$ cat src/rtl/weight_loader_if.sv
// Byte-stream and weight-bank bundle for weight_loader: host handshake in, bank write port out.
interface weight_loader_if #(
  parameter int DW = 8,
  parameter int AW = 5
) ();
  logic [DW-1:0] iData;
  logic          iValid;
  logic          oReady;
  logic          oWren;
  logic [AW-1:0] oAddr;
  logic [DW-1:0] oWeight;

  modport master (
    output iData, iValid,
    input  oReady, oWren, oAddr, oWeight
  );

  modport slave (
    input  iData, iValid,
    output oReady, oWren, oAddr, oWeight
  );
endinterface

$ cat src/rtl/weight_loader.sv
// Write-side sequencer for the 5x5 kernel weight bank: numbers incoming bytes 0..NUM_W-1 and strobes them in.
// Optional trailing checksum byte is enabled with the WLD_CHECKSUM_EN macro.
module weight_loader #(
  parameter int NUM_W   = 25,
  parameter int DW      = 8,
  parameter int AW      = 5,
  parameter int TIMEOUT = 255
) (
  input  logic           iCLK,
  input  logic           iRSTn,
  input  logic           iStart,
  weight_loader_if.slave bus,
  output logic           oBusy,
  output logic           oDone,
  output logic           oErr
);

  localparam int TW   = (TIMEOUT > 0) ? $clog2(TIMEOUT + 1) : 1;
  localparam int TLIM = (TIMEOUT > 0) ? TIMEOUT - 1 : 0;

`ifdef WLD_CHECKSUM_EN
  typedef enum logic [1:0] {IDLE = 2'd0, LOAD = 2'd1, CHK = 2'd2, DONE = 2'd3} state_t;
`else
  typedef enum logic [1:0] {IDLE = 2'd0, LOAD = 2'd1, DONE = 2'd3} state_t;
`endif

  state_t        state;
  logic [AW-1:0] count;
  logic [TW-1:0] idleCnt;
  logic          xfer;
  logic          timeoutHit;
  logic          lastByte;

`ifdef WLD_CHECKSUM_EN
  logic [7:0] sum;

  function automatic logic [7:0] sum8(input logic [7:0] acc, input logic [DW-1:0] w);
    return acc + 8'(w);
  endfunction
`endif

  // oReady is registered, so a transfer is decided entirely by this cycle's flops and iValid.
  assign xfer       = bus.iValid & bus.oReady;
  assign lastByte   = (count == AW'(NUM_W - 1));
  assign timeoutHit = (TIMEOUT > 0) && (idleCnt == TW'(TLIM));

  // Load sequencer: state, counters and every registered output.
  always_ff @(posedge iCLK or negedge iRSTn) begin
    if (!iRSTn) begin
      state       <= IDLE;
      count       <= {AW{1'b0}};
      idleCnt     <= {TW{1'b0}};
      bus.oReady  <= 1'b0;
      bus.oWren   <= 1'b0;
      bus.oAddr   <= {AW{1'b0}};
      bus.oWeight <= {DW{1'b0}};
      oBusy       <= 1'b0;
      oDone       <= 1'b0;
      oErr        <= 1'b0;
`ifdef WLD_CHECKSUM_EN
      sum         <= 8'd0;
`endif
    end else begin
      bus.oWren <= 1'b0;
      oDone     <= 1'b0;
      case (state)
        IDLE: begin
          if (iStart) begin
            state      <= LOAD;
            count      <= {AW{1'b0}};
            idleCnt    <= {TW{1'b0}};
            bus.oReady <= 1'b1;
            oBusy      <= 1'b1;
            oErr       <= 1'b0;
`ifdef WLD_CHECKSUM_EN
            sum        <= 8'd0;
`endif
          end else begin
            bus.oReady <= 1'b0;
            oBusy      <= 1'b0;
          end
        end
        LOAD: begin
          if (xfer) begin
            bus.oWren   <= 1'b1;
            bus.oAddr   <= count;
            bus.oWeight <= bus.iData;
            idleCnt     <= {TW{1'b0}};
`ifdef WLD_CHECKSUM_EN
            sum         <= sum8(sum, bus.iData);
`endif
            if (lastByte) begin
              count <= {AW{1'b0}};
`ifdef WLD_CHECKSUM_EN
              state <= CHK;
`else
              state      <= DONE;
              bus.oReady <= 1'b0;
              oDone      <= 1'b1;
`endif
            end else begin
              count <= count + AW'(1);
            end
          end else if (timeoutHit) begin
            state      <= IDLE;
            count      <= {AW{1'b0}};
            idleCnt    <= {TW{1'b0}};
            bus.oReady <= 1'b0;
            oBusy      <= 1'b0;
            oErr       <= 1'b1;
          end else begin
            idleCnt <= idleCnt + TW'(1);
          end
        end
`ifdef WLD_CHECKSUM_EN
        CHK: begin
          if (xfer) begin
            state      <= DONE;
            idleCnt    <= {TW{1'b0}};
            bus.oReady <= 1'b0;
            oDone      <= 1'b1;
            if (8'(bus.iData) != sum) begin
              oErr <= 1'b1;
            end else begin
              oErr <= oErr;
            end
          end else if (timeoutHit) begin
            state      <= IDLE;
            count      <= {AW{1'b0}};
            idleCnt    <= {TW{1'b0}};
            bus.oReady <= 1'b0;
            oBusy      <= 1'b0;
            oErr       <= 1'b1;
          end else begin
            idleCnt <= idleCnt + TW'(1);
          end
        end
`endif
        DONE: begin
          state      <= IDLE;
          bus.oReady <= 1'b0;
          oBusy      <= 1'b0;
        end
        default: begin
          state      <= IDLE;
          count      <= {AW{1'b0}};
          idleCnt    <= {TW{1'b0}};
          bus.oReady <= 1'b0;
          oBusy      <= 1'b0;
        end
      endcase
    end
  end

endmodule

$ cat src/flat_wrapper.sv
// flat-port wrapper written by rule: the top's interface ports become plain ports
module weight_loader_flat 
#(
  parameter int NUM_W   = 25,
  parameter int DW      = 8,
  parameter int AW      = 5,
  parameter int TIMEOUT = 255
)
  (iCLK, iRSTn, iStart, oBusy, oDone, oErr, bus_iData, bus_iValid, bus_oReady, bus_oWren, bus_oAddr, bus_oWeight);
  weight_loader_if #(.DW(DW), .AW(AW)) bus_i ();
  input  logic iCLK;
  input  logic iRSTn;
  input  logic iStart;
  output logic oBusy;
  output logic oDone;
  output logic oErr;
  input wire logic [$bits(bus_i.iData)-1:0] bus_iData;
  input wire logic [$bits(bus_i.iValid)-1:0] bus_iValid;
  output wire logic [$bits(bus_i.oReady)-1:0] bus_oReady;
  output wire logic [$bits(bus_i.oWren)-1:0] bus_oWren;
  output wire logic [$bits(bus_i.oAddr)-1:0] bus_oAddr;
  output wire logic [$bits(bus_i.oWeight)-1:0] bus_oWeight;
  assign bus_i.iData = bus_iData;
  assign bus_i.iValid = bus_iValid;
  assign bus_oReady = bus_i.oReady;
  assign bus_oWren = bus_i.oWren;
  assign bus_oAddr = bus_i.oAddr;
  assign bus_oWeight = bus_i.oWeight;
  weight_loader #(.NUM_W(NUM_W), .DW(DW), .AW(AW), .TIMEOUT(TIMEOUT)) u_core (.iCLK(iCLK), .iRSTn(iRSTn), .iStart(iStart), .bus(bus_i), .oBusy(oBusy), .oDone(oDone), .oErr(oErr));
endmodule
$ cat config.mk
export PLATFORM = sky130hd
export DESIGN_NAME = weight_loader_flat
export DESIGN_NICKNAME = d
export VERILOG_FILES = /design/src/rtl/weight_loader_if.sv /design/src/rtl/weight_loader.sv /design/src/flat_wrapper.sv
export SDC_FILE = /design/constraint.sdc
export NUM_CORES = 1
export LEC_CHECK = 0
export CORE_MARGIN = 2
export CORE_UTILIZATION = 55
export DETAILED_ROUTE_END_ITERATION = 10
export DONT_BUFFER_PORTS = 1
export PLACE_DENSITY = 0.73
export RECOVER_POWER = 100
export SYNTH_ARGS = -nofsm -noshare
export SYNTH_HDL_FRONTEND = slang
export SYNTH_SLANG_ARGS = --single-unit
$ cat constraint.sdc
create_clock -name iCLK -period 1.4 [get_ports iCLK]
set_input_delay 0.28 -clock iCLK [delete_from_list [all_inputs] [get_ports iCLK]]
set_output_delay 0.28 -clock iCLK [all_outputs]
set_load 0.1 [all_outputs]
==> reports/summary.txt <==
Clk pwr share -> 11.2%
Area contributors post-synth -> dfrtp_1 (56%), nand2_1 (11%), ha_1 (3.4%)
Core Rows -> 18
Synth Instances -> 155
Starting Density -> 58.9%
relative slew slack -> 46.1%
Global Route Usage Sum -> 24.5%
Syn Nets -> 171
Num CTS Buffers -> 5
Slew @ Worst Pin -> 0.809 ns
first-pass GRT wire length -> 5950 um
H-tree depth -> 2
Int Power -> 0.00215 W
reg2reg setup slack -> -0.02 ns
Top Ports -> 30
Initial DRT Pass Iterations -> 4
max-slew violations -> 0
HP Start -> bus_iData[6]
Die Ht -> 56.0 um
drt initial violations -> 49
setup_tns -> -0.0321 ns
post-synthesis area per instance -> 9.58 um^2
count leader, synth -> nand2_1
Min-Delay Path Depth -> 2
CTS root buffer -> clkbuf_4
CP max FO -> 8
net count reported at finish -> 218
GRT overflow -> 0
Flop pwr share -> 30.8%
Residual DRC -> 0
Worst Hold Class -> in2reg
max-cap viol count -> 0
CTS tree -> done
CP Class -> reg2reg
CP Launch Type -> register
fmax -> 0.707 GHz
cell area after synthesis -> 1490 um^2
hpwl dp -> 2390 um
Yosys top cell area share -> 55.6%
area leader, netlist -> dfrtp_1
reg2reg start -> u_core.idleCnt[0]
global placement routability congestion -> 0.800
status -> finished, violations left
Reg-to-Reg End -> u_core.count[0]
Pwr Density -> 2390 nW/um^2
via count -> 1316
Net Sw Power -> 0.00255 W
switch share -> 54.2%
Final Hold Vio Count -> 0
fin crit share -> 101%
#FFs+latches synth -> 33
Post-synth top cells -> nand2_1 (45), dfrtp_1 (33), nand3_1 (9), o21ai_0 (8)
fraction of layout cells with a size suffix above 1 -> 35.0%
hold slack final -> 0.0384 ns
clk slew on worst S/H paths -> 0.11 ns
FFs w/ async S/R, synth -> 100%
Post-synth EDFFs -> 0
CP Capture Type -> register
final worst setup slack -> -0.0153 ns
Max VDD drop -> 2.15 mV
RSZ-0062 raised after global routing -> true
CTS Sinks -> 33
Final ANT Viol Nets -> 0
CTS max path bufs -> 2
Synth Flop Type -> dfrtp_1
P&R area growth vs syn -> 32.3%
CP arrival -> 1.62 ns
Clock Latency Late Sink -> 0.34 ns
largest net degree at the start of global routing -> 34
Min Clock Period, post-route -> 1.42 ns
clock skew -> 0.0147 ns
WL per Instance -> 15.5 um
violated checks -> negative setup slack
crit path from -> u_core.idleCnt[0]
Synth cell types -> 32
antenna violations before repair -> 0
Antenna diodes -> 0
Combinational Power Share -> 58.0%
detailed-route wire length -> 3610 um
DIE AREA -> 3130 um^2
IO Port Bufs -> 0
reg2reg path depth -> 6
Seq/Total Area, Yosys -> 55.6%
Hold Path Sink -> u_core.bus.oWeight[6]
leakage -> 0.984 nW
Die W -> 56.0 um
vias in the first global route -> 1306
Required @ worst endpoint -> 1.60 ns
CORE AREA -> 2520 um^2
Final setup viols -> 3
Vias/cell -> 5.65
Yosys warning total -> 0
[what timing repair did]
item	CTS	global route
hold buffers	2	0
endpoints found under the hold margin	33	0
endpoints found under the setup margin	23	12
gates resized for setup	7	9
pin swaps	9	6
setup buffers	5	3
[placed cells by master, fill, tap and decap left out, types with 2 or more instances in the layout]
cell,count
dfrtp_1,30
a21oi_1,4
nand2b_1,3
inv_1,4
o21ai_0,8
nand2_2,2
a21oi_2,4
and2_1,2
nand4b_1,2
o22ai_1,2
ha_1,3
inv_2,2
clkbuf_4,5
a31oi_1,6
and3_4,2
o31ai_1,2
nand2_1,42
dfrtp_2,2
buf_4,39
nand2_4,2
nand3_1,9
clkinv_2,2
nor2_1,5
[per-layer routing]
metal / vias up / global-route usage, % / wire length (um)
met5: - / 0 / 0
met4: 0 / 6.46 / 70
met3: 9 / 6.74 / 158
met2: 38 / 42.9 / 1930
met1: 645 / 29.7 / 1460
li1: 624 / - / -
[cell type report]
| class | count | area [um^2] |
|---|---|---|
| clock buffer | 5 | 37.5 |
| fill | 163 | 558 |
| inverter | 6 | 22.5 |
| timing repair buffer | 44 | 343 |
| tap | 30 | 37.5 |
| sequential | 33 | 832 |
| clock inverter | 3 | 17.5 |
| multi-input combinational | 112 | 674 |
[worst max-delay path by stage]
| stage | endpoint | slack (ns) | depth (start not counted) |
|---|---|---|---|
| final | u_core.count[0] | -0.02 | 6 |
| after global routing | u_core.count[4] | -0.07 | 6 |
| after CTS | u_core.idleCnt[5] | -0.02 | 4 |
| after detailed placement | u_core.count[0] | -0.20 | 5 |
| after global placement | u_core.count[3] | -0.07 | 5 |
| after floorplan | u_core.count[2] | -0.002 | 4 |
[through the flow]
stage               power, W  utilization (%)  area, um^2  instances  worst slack, ns
floorplan            0.00337                -        1500        155         -0.00229
finish               0.00470             77.9        1960        233          -0.0153
global placement     0.00394             70.4        1780        215          -0.0748
global route         0.00493             77.9        1960        233          -0.0732
detailed placement   0.00400             70.4        1780        215           -0.200
CTS                  0.00459             76.5        1930        230          -0.0176
[cell families after synthesis]
group | after synthesis | synth area share, %
simple gates | 76 | 24.6
compound gates | 29 | 12.0
mux | 1 | 0.674
flops | 33 | 55.6
fa+ha+maj | 4 | 3.37
xor+xnor | 2 | 1.18
buf+inv | 10 | 2.61
[state kept, by name (all words and copies together), names as in the netlist]
name / count
u_core.bus.oWren: 1
u_core.idleCnt: 8
u_core.count: 5
u_core.state: 2
u_core.oDone: 1
u_core.bus.oWeight: 8
u_core.bus.oReady: 1
u_core.bus.oAddr: 5
u_core.oErr: 1
u_core.oBusy: 1
[critical path: stages (launching register included)]
cell and delay, ns:
dfrtp_1 0.40, inv_1 0.06, ha_1 0.15, and3_4 0.20, nand2_4 0.07, a21oi_4 0.27, mux2i_1 0.13
[power by group through the flow]
| stage | clock [W] | combinational [W] | sequential (W) |
|---|---|---|---|
| after global placement | 0 | 0.00250 | 0.00144 |
| after global routing | 0.000585 | 0.00288 | 0.00147 |
| after CTS | 0.000530 | 0.00262 | 0.00144 |
| after detailed placement | 0 | 0.00254 | 0.00146 |
| after floorplan | 0 | 0.000537 | 0.00283 |
| final | 0.000526 | 0.00273 | 0.00145 |
Note: power is estimated with default switching activity, not from simulation.
